==> src/rtl/neighbor_link_ctx_pkg.sv <==
// Shared decoder parameters: stage codes, stage-field width and link
// boundary-condition encodings used by the link context blocks.
package neighbor_link_ctx_pkg;

    localparam int STAGE_WIDTH = 4;

    localparam logic [STAGE_WIDTH-1:0] STAGE_IDLE                  = 4'd0;
    localparam logic [STAGE_WIDTH-1:0] STAGE_SPREADING_BOUNDARY    = 4'd1;
    localparam logic [STAGE_WIDTH-1:0] STAGE_GROW                  = 4'd2;
    localparam logic [STAGE_WIDTH-1:0] STAGE_MERGE                 = 4'd3;
    localparam logic [STAGE_WIDTH-1:0] STAGE_PEELING               = 4'd4;
    localparam logic [STAGE_WIDTH-1:0] STAGE_MEASUREMENT_PREPARING = 4'd5;
    localparam logic [STAGE_WIDTH-1:0] STAGE_MEASUREMENT_LOADING   = 4'd6;
    localparam logic [STAGE_WIDTH-1:0] STAGE_PARAMETERS_LOADING    = 4'd7;
    localparam logic [STAGE_WIDTH-1:0] STAGE_ERASURE_LOADING       = 4'd8;
    localparam logic [STAGE_WIDTH-1:0] STAGE_RESULT_VALID          = 4'd9;

    localparam logic [1:0] BC_NORMAL   = 2'd0;
    localparam logic [1:0] BC_BOUNDARY = 2'd1;
    localparam logic [1:0] BC_ABSENT   = 2'd2;
    localparam logic [1:0] BC_RESERVED = 2'd3;

    // Loading stages only touch parameters; every other stage runs the
    // growth / error update.
    function automatic logic is_update_stage(input logic [STAGE_WIDTH-1:0] stage);
        return !((stage == STAGE_PARAMETERS_LOADING) ||
                 (stage == STAGE_ERASURE_LOADING)    ||
                 (stage == STAGE_MEASUREMENT_LOADING));
    endfunction

    // Reserved encoding behaves exactly like an absent link.
    function automatic logic is_absent(input logic [1:0] bc);
        return bc[1];
    endfunction

endpackage

==> src/rtl/neighbor_link_ctx_entry.sv <==
// One decoding context of a link: growth, weight, boundary condition,
// erasure and error registers plus their next-state logic. Only updates
// when its write enable (context selected) is high.
module link_ctx_entry
    import neighbor_link_ctx_pkg::*;
#(
    parameter int MAX_WEIGHT     = 2,
    parameter int LINK_BIT_WIDTH = 2
) (
    input  logic                      clk,
    input  logic                      reset_n,
    input  logic                      we_i,
    input  logic [STAGE_WIDTH-1:0]    global_stage_i,
    input  logic                      a_increase_i,
    input  logic                      b_increase_i,
    input  logic                      a_is_error_i,
    input  logic                      b_is_error_i,
    input  logic                      is_error_systolic_i,
    input  logic [LINK_BIT_WIDTH-1:0] weight_i,
    input  logic [1:0]                bc_i,
    input  logic                      erased_i,
    output logic [LINK_BIT_WIDTH-1:0] growth_o,
    output logic [LINK_BIT_WIDTH-1:0] growth_d_o,
    output logic [LINK_BIT_WIDTH-1:0] weight_o,
    output logic [1:0]                bc_o,
    output logic                      erased_o,
    output logic                      is_error_o
);

    // Wide enough for growth (<= MAX_WEIGHT) plus two increments: no wrap.
    localparam int SUM_WIDTH = $clog2(MAX_WEIGHT + 3);
    localparam logic [LINK_BIT_WIDTH-1:0] MAX_W = LINK_BIT_WIDTH'(MAX_WEIGHT);

    logic [LINK_BIT_WIDTH-1:0] growth_q, growth_d;
    logic [LINK_BIT_WIDTH-1:0] weight_q, weight_d;
    logic [1:0]                bc_q, bc_d;
    logic                      erased_q, erased_d;
    logic                      is_error_q, is_error_d;
    logic [SUM_WIDTH-1:0]      sum;
    logic [SUM_WIDTH-1:0]      weight_ext;

    // Next-state for this context; everything holds unless selected.
    always_comb begin
        growth_d   = growth_q;
        weight_d   = weight_q;
        bc_d       = bc_q;
        erased_d   = erased_q;
        is_error_d = is_error_q;
        sum        = SUM_WIDTH'(growth_q);
        weight_ext = SUM_WIDTH'(weight_q);
        if (we_i) begin
            case (global_stage_i)
                STAGE_PARAMETERS_LOADING: begin
                    // Out-of-range weights clamp so the growth sum cannot overflow.
                    weight_d = (weight_i > MAX_W) ? MAX_W : weight_i;
                    bc_d     = bc_i;
                end
                STAGE_ERASURE_LOADING: begin
                    erased_d = erased_i;
                end
                STAGE_MEASUREMENT_LOADING: begin
                    growth_d   = '0;
                    is_error_d = 1'b0;
                end
                default: begin
                    if (bc_q == BC_NORMAL) begin
                        sum = SUM_WIDTH'(growth_q) + SUM_WIDTH'(a_increase_i)
                            + SUM_WIDTH'(b_increase_i);
                    end else if (bc_q == BC_BOUNDARY) begin
                        sum = SUM_WIDTH'(growth_q) + SUM_WIDTH'(a_increase_i);
                    end
                    if (is_absent(bc_q)) begin
                        growth_d = '0;
                    end else if (sum > weight_ext) begin
                        growth_d = weight_q;
                    end else begin
                        growth_d = sum[LINK_BIT_WIDTH-1:0];
                    end
                    // An erased edge is free: it is grown immediately.
                    if (erased_i) begin
                        growth_d = weight_q;
                    end

                    if (is_absent(bc_q)) begin
                        is_error_d = 1'b0;
                    end else if (global_stage_i == STAGE_RESULT_VALID) begin
                        is_error_d = is_error_systolic_i;
                    end else if (bc_q == BC_NORMAL) begin
                        is_error_d = a_is_error_i | b_is_error_i;
                    end else begin
                        is_error_d = a_is_error_i;
                    end
                end
            endcase
        end
    end

    // Context state registers.
    always_ff @(posedge clk or negedge reset_n) begin
        if (!reset_n) begin
            growth_q   <= '0;
            weight_q   <= '0;
            bc_q       <= BC_NORMAL;
            erased_q   <= 1'b0;
            is_error_q <= 1'b0;
        end else begin
            growth_q   <= growth_d;
            weight_q   <= weight_d;
            bc_q       <= bc_d;
            erased_q   <= erased_d;
            is_error_q <= is_error_d;
        end
    end

    assign growth_o   = growth_q;
    assign growth_d_o = growth_d;
    assign weight_o   = weight_q;
    assign bc_o       = bc_q;
    assign erased_o   = erased_q;
    assign is_error_o = is_error_q;

endmodule

==> src/rtl/neighbor_link_ctx.sv <==
// Multi-context decoder link: NUM_CONTEXTS independent link states, one of
// which is selected per cycle for update and combinational readout.
module neighbor_link_ctx
    import neighbor_link_ctx_pkg::*;
#(
    parameter int ADDRESS_WIDTH = 6,
    parameter int MAX_WEIGHT = 2,
    parameter int NUM_CONTEXTS = 4,
    localparam int CTX_WIDTH = (NUM_CONTEXTS > 1) ? $clog2(NUM_CONTEXTS) : 1,
    localparam int LINK_BIT_WIDTH = $clog2(MAX_WEIGHT + 1),
    localparam int EXPOSED_DATA_SIZE = ADDRESS_WIDTH + 7
) (
    input  logic                         clk,
    input  logic                         reset_n,
    input  logic [STAGE_WIDTH-1:0]       global_stage,
    input  logic [CTX_WIDTH-1:0]         context_id,
    input  logic                         a_increase,
    input  logic                         b_increase,
    input  logic                         a_is_error_in,
    input  logic                         b_is_error_in,
    input  logic                         is_error_systolic_in,
    input  logic [LINK_BIT_WIDTH-1:0]    weight_in,
    input  logic [1:0]                   boundary_condition_in,
    input  logic                         erased,
    input  logic [EXPOSED_DATA_SIZE-1:0] a_input_data,
    input  logic [EXPOSED_DATA_SIZE-1:0] b_input_data,
    output logic [EXPOSED_DATA_SIZE-1:0] a_output_data,
    output logic [EXPOSED_DATA_SIZE-1:0] b_output_data,
    output logic                         fully_grown,
    output logic                         is_boundary,
    output logic                         is_error,
    output logic                         erased_out,
    output logic                         just_grown,
    output logic [LINK_BIT_WIDTH-1:0]    weight_out,
    output logic [1:0]                   boundary_condition_out
);

    logic [LINK_BIT_WIDTH-1:0] growth_arr   [NUM_CONTEXTS];
    logic [LINK_BIT_WIDTH-1:0] growth_d_arr [NUM_CONTEXTS];
    logic [LINK_BIT_WIDTH-1:0] weight_arr   [NUM_CONTEXTS];
    logic [1:0]                bc_arr       [NUM_CONTEXTS];
    logic                      erased_arr   [NUM_CONTEXTS];
    logic                      error_arr    [NUM_CONTEXTS];

    logic                      sel_valid;
    logic [LINK_BIT_WIDTH-1:0] sel_growth, sel_growth_d, sel_weight;
    logic [1:0]                sel_bc;
    logic                      sel_erased, sel_error;
    logic                      just_grown_q, just_grown_d;

    for (genvar gi = 0; gi < NUM_CONTEXTS; gi++) begin : g_ctx
        link_ctx_entry #(
            .MAX_WEIGHT     (MAX_WEIGHT),
            .LINK_BIT_WIDTH (LINK_BIT_WIDTH)
        ) u_entry (
            .clk                 (clk),
            .reset_n             (reset_n),
            .we_i                (context_id == CTX_WIDTH'(gi)),
            .global_stage_i      (global_stage),
            .a_increase_i        (a_increase),
            .b_increase_i        (b_increase),
            .a_is_error_i        (a_is_error_in),
            .b_is_error_i        (b_is_error_in),
            .is_error_systolic_i (is_error_systolic_in),
            .weight_i            (weight_in),
            .bc_i                (boundary_condition_in),
            .erased_i            (erased),
            .growth_o            (growth_arr[gi]),
            .growth_d_o          (growth_d_arr[gi]),
            .weight_o            (weight_arr[gi]),
            .bc_o                (bc_arr[gi]),
            .erased_o            (erased_arr[gi]),
            .is_error_o          (error_arr[gi])
        );
    end

    // Select the addressed context; an unmapped id reads as all zeros.
    always_comb begin
        sel_valid    = 1'b0;
        sel_growth   = '0;
        sel_growth_d = '0;
        sel_weight   = '0;
        sel_bc       = '0;
        sel_erased   = 1'b0;
        sel_error    = 1'b0;
        for (int i = 0; i < NUM_CONTEXTS; i++) begin
            if (context_id == CTX_WIDTH'(i)) begin
                sel_valid    = 1'b1;
                sel_growth   = growth_arr[i];
                sel_growth_d = growth_d_arr[i];
                sel_weight   = weight_arr[i];
                sel_bc       = bc_arr[i];
                sel_erased   = erased_arr[i];
                sel_error    = error_arr[i];
            end
        end
    end

    // Pulse only on a growth update crossing into fully grown; loads,
    // clears and plain context switches cannot produce this transition.
    always_comb begin
        just_grown_d = sel_valid && is_update_stage(global_stage)
                    && (sel_growth < sel_weight)
                    && (sel_growth_d >= sel_weight);
    end

    // just_grown pulse register.
    always_ff @(posedge clk or negedge reset_n) begin
        if (!reset_n) begin
            just_grown_q <= 1'b0;
        end else begin
            just_grown_q <= just_grown_d;
        end
    end

    assign fully_grown            = sel_valid && (sel_growth >= sel_weight);
    assign is_boundary            = fully_grown && (sel_bc == BC_BOUNDARY);
    assign is_error               = sel_error;
    assign erased_out             = sel_erased;
    assign weight_out             = sel_weight;
    assign boundary_condition_out = sel_bc;
    assign just_grown             = just_grown_q;
    assign a_output_data = (sel_valid && sel_bc == BC_NORMAL) ? b_input_data : '0;
    assign b_output_data = (sel_valid && sel_bc == BC_NORMAL) ? a_input_data : '0;

endmodule

==> config.mk <==
export PLATFORM = sky130hd
export DESIGN_NAME = neighbor_link_ctx
export DESIGN_NICKNAME = d
export VERILOG_FILES = /design/src/rtl/neighbor_link_ctx_pkg.sv /design/src/rtl/neighbor_link_ctx_entry.sv /design/src/rtl/neighbor_link_ctx.sv
export SDC_FILE = /design/constraint.sdc
export NUM_CORES = 1
export LEC_CHECK = 0
export BUFFER_PORTS_ARGS = -buffer_cell sky130_fd_sc_hd__buf_2
export CAP_MARGIN = 25
export CELL_PAD_IN_SITES_DETAIL_PLACEMENT = 1
export CELL_PAD_IN_SITES_GLOBAL_PLACEMENT = 1
export CORE_MARGIN = 3
export CORE_UTILIZATION = 25
export DETAILED_ROUTE_END_ITERATION = 7
export PLACE_DENSITY_LB_ADDON = 0.1
export SKIP_LAST_GASP = 1
export SLEW_MARGIN = 20
export SYNTH_ARGS = -nofsm -noshare
export SYNTH_HDL_FRONTEND = slang
export SYNTH_SLANG_ARGS = --single-unit
==> constraint.sdc <==
create_clock -name clk -period 4.7 [get_ports clk]
set_input_delay 0.47 -clock clk [delete_from_list [all_inputs] [get_ports clk]]
set_output_delay 0.47 -clock clk [all_outputs]
set_load 0.02 [all_outputs]
==> metrics.md <==
| Metric | Value |
|---|---|
| EDFF count, synth | 0 |
| Slew margin rel. | 43.31% |
| Mapped cell area | roughly 2800 um2 |
| DR vias/cell | a little under 5 |
| Core Box Area | between 10000 and 15000 um2 |
| Critical path data arrival time | roughly 4300 ps |
| Routability cong. | between 0.8 and 0.9 |
| Most common cell in the netlist | dfrtp_1 |
| CTS Hold Bufs | 0 |
| Crit start category | flip-flop |
| IO Count | a little under 80 |
| Post-synth top area cell | dfrtp_1 |
| Layout cell share with drive strength beyond 1 | ~31% |
| Synth area leaders | dfrtp_1, ha_1, and2_1 |
| Static Leak | about 1.7 nW |
| Clock H-tree levels | 2 |
| First-pass GRT wire length | 15.37 mm |
| DR iter-0 viols | between 80 and 90 |
| Vias in the first global route | approximately 2700 |
| Worst path max stage delay | approximately 440 ps |
| Placed Instance Area | 3292 um2 |
| Die W | approximately 110 um |
| First-pass DRT Iterations | 4 |
| Site Rows | 38 |
| Synthesized area per cell | 9.627 um2 |
| Die Area | around 13000 um2 |
| Syn_nets | 363 |
| Antenna cell count | 0 |
| Layout Nets | roughly 440 |
| Ys Warns | 0 |
| Hold Path Class | in -> async |
| DRT antenna net count | 0 |
| Crit path max fanout | 4 |
| Slew at the pin closest to its max-slew limit | ~850 ps |
| Clock Path Buffers | 2 |
| Distinct cells, synth | between 50 and 60 |
| CP most frequent cell | ha_1 |
| CP Data Required Time | roughly 4900 ps |
| Period utilization | ~88% |
| MaxCap Viol Count | 0 |
| Max IR drop VDD | approximately 0.13 mV |
| Clock Sinks | 33 |
| Worst setup path category | reg -> reg |
| Port Buf Inserts | 78 |
| Cell Pwr Density | approximately 440 nW/um2 |
| Drt total wl | 9.579 mm |
| Initial antenna violation count | 0 |
| DPL Wire Length | just under 8 mm |
| Grt ovf | 0 |
| Post_cts resized | 0 |
| Total GRT Usage | between 10% and 20% |
| Height of the die | between 100 and 150 um |
| Worst-path cell chain | ha_1 > ha_1 > fa_1 > nor2b_1 > a211oi_1 > a21oi_1 > ha_1 > nor2b_1 > o21ai_1 > nand3_1 > a32o_1 > nand2b_1 > a32oi_1 > ha_1 > nand2b_1 > a21oi_1 > nor3_1 |
| Minimum clock period | a little over 4000 ps |
| Post-route DRC | 0 |
| Top FF cell, synth | dfrtp_1 |
| CTS tree | done |
| Area growth syn-to-layout | 21.80% |
| Outcome | completed |
| Commonest cells post-synth | dfrtp_1, nand2_1, and2_1, ha_1, inv_1 |
| Post-CTS setup buffers | 0 |
| Sequential-to-total area share from yosys stat | 29.48% |
| #FFs+latches synth | 33 |
| Inserted Clock Buffers | 5 |
| Fin. Hold Viols | 0 |
| CP max-delay cell | dfrtp_1 |
| Synth Instances | roughly 290 |
| Yosys top cell area share | between 20 and 30% |
| Largest net degree at the start of global routing | 34 |
| Total negative slack | 0 ps |
| Unrepaired setup endpoints after global routing | false |
| DR WL/cell | 18.75 um |
| Skew-Pair Late Insertion Delay | around 290 ps |
| Fin area | approximately 3400 um2 |
| Post-synthesis async set-or-reset flop share | between 90% and 100% |
| Initial core utilization | roughly a quarter |
| Clk_skew | ~6.3 ps |
| CP Capture Type | flip-flop |
| Clk slew on worst S/H paths | roughly 80 ps |
| Clock Tree Root | clkbuf_8 |
| Final setup viols | 0 |
| Max Freq | between 200 and 250 MHz |
| Via Count | between 2000 and 3000 |
| Fin. max-slew vios | 0 |
-- path summary, 6_finish.rpt --
path	from	cells after the start	to	slack, ps
worst max-delay path	g_ctx[0].u_entry.growth_o[0]$_DFF_PN0_	17	just_grown$_DFF_PN0_	570
worst min-delay path	reset_n	1	g_ctx[3].u_entry.bc_o[0]$_DFFE_PN0P_	270
worst max register to register	g_ctx[0].u_entry.growth_o[0]$_DFF_PN0_	17	just_grown$_DFF_PN0_	570
worst min register to register	g_ctx[0].u_entry.is_error_o$_DFFE_PN0P_	2	g_ctx[0].u_entry.is_error_o$_DFFE_PN0P_	480
max in group asynchronous	reset_n	1	just_grown$_DFF_PN0_	3880
min in group clk	boundary_condition_in[1]	3	g_ctx[2].u_entry.bc_o[1]$_DFFE_PN0P_	470
-- flip-flops by register name (all words and copies together), names as in the netlist --
name                      flops
g_ctx.u_entry.is_error_o      4
just_grown                    1
g_ctx.u_entry.growth_o        8
g_ctx.u_entry.erased_o        4
g_ctx.u_entry.bc_o            8
g_ctx.u_entry.weight_o        8
-- cell families (layout without fill, tap and decap cells) --
group / after synthesis / in the layout / synth area share (%)
buf+inv: 29 / 109 / 5.896
simple gates: 102 / 102 / 20.59
mux: 21 / 21 / 11.52
fa+ha+maj: 28 / 28 / 13.58
compound gates: 78 / 78 / 18.94
flops: 33 / 33 / 29.48
-- critical path: cells and delay by family, from the launching register on --
family	cells	cell delay (ps)
AO/OA/AOI/OAI	6	1290
flip-flops	1	440
AND/OR/NAND/NOR	6	740
adder cells (fa/ha/maj)	5	1540
-- layout make-up --
type	count	area (um2)
repair buffers	79	397.9
inverters	22	82.58
clock buffers	6	82.58
fillers	1314	7476
flip-flops and latches	33	825.8
well taps	140	175.2
multi-input cells	229	1810
clock inverters	2	37.54
-- metal layers --
metal	vias to the layer above	GRT usage (%)	part of all wire, %	routed length (um)
met5	-	0	0	0
met4	0	2.433	0.67	64
met3	6	2.337	3.9	377
met2	51	26.62	49	4683
met1	1262	21.42	46	4454
li1	1217	-	-	-
-- metrics by stage --
| step | hold slack [ps] | power [mW] | cells | worst slack, ps | utilization [%] |
|---|---|---|---|---|---|
| 4_1_cts | 321.6 | 1.526 | 511 | 513.8 | 31.34 |
| 3_3_place_gp | 463.9 | 1.206 | 503 | 437.4 | 30.23 |
| 5_1_grt | 345.4 | 1.627 | 511 | 135.2 | 31.34 |
| 3_5_place_dp | 466.3 | 1.225 | 503 | 363.3 | 30.23 |
| 2_1_floorplan | 174.4 | 0.9696 | 291 | 805.1 | - |
| 6_report | 266.9 | 1.498 | 511 | 574.2 | 31.34 |
-- power breakdown --
part,internal [mW],switching (mW)
Sequential,0.352,0.106
Combinational,0.335,0.409
Clock,0.173,0.123
Total,0.860,0.638
-- cells in the final DEF, fill, tap and decap left out, types with 3 or more instances in the layout --
master    synthesis  final
mux2_2            8      8
o41ai_1           4      4
o21bai_1          4      4
dfrtp_1          33     33
o21a_1            3      3
nand2b_1          4      4
o21ai_0          16     16
o21ai_1           4      4
a21o_1            6      6
mux4_2            8      8
buf_2             0     78
a21oi_1          12     12
inv_1            21     21
nand2_1          31     31
mux2i_1           3      3
ha_1             24     24
clkbuf_8          1      6
fa_1              4      4
a211oi_1          9      9
nor2_1            9      9
and2_1           29     29
nor2b_1          11     11
No activity file was read; power rests on OpenSTA's default activity.
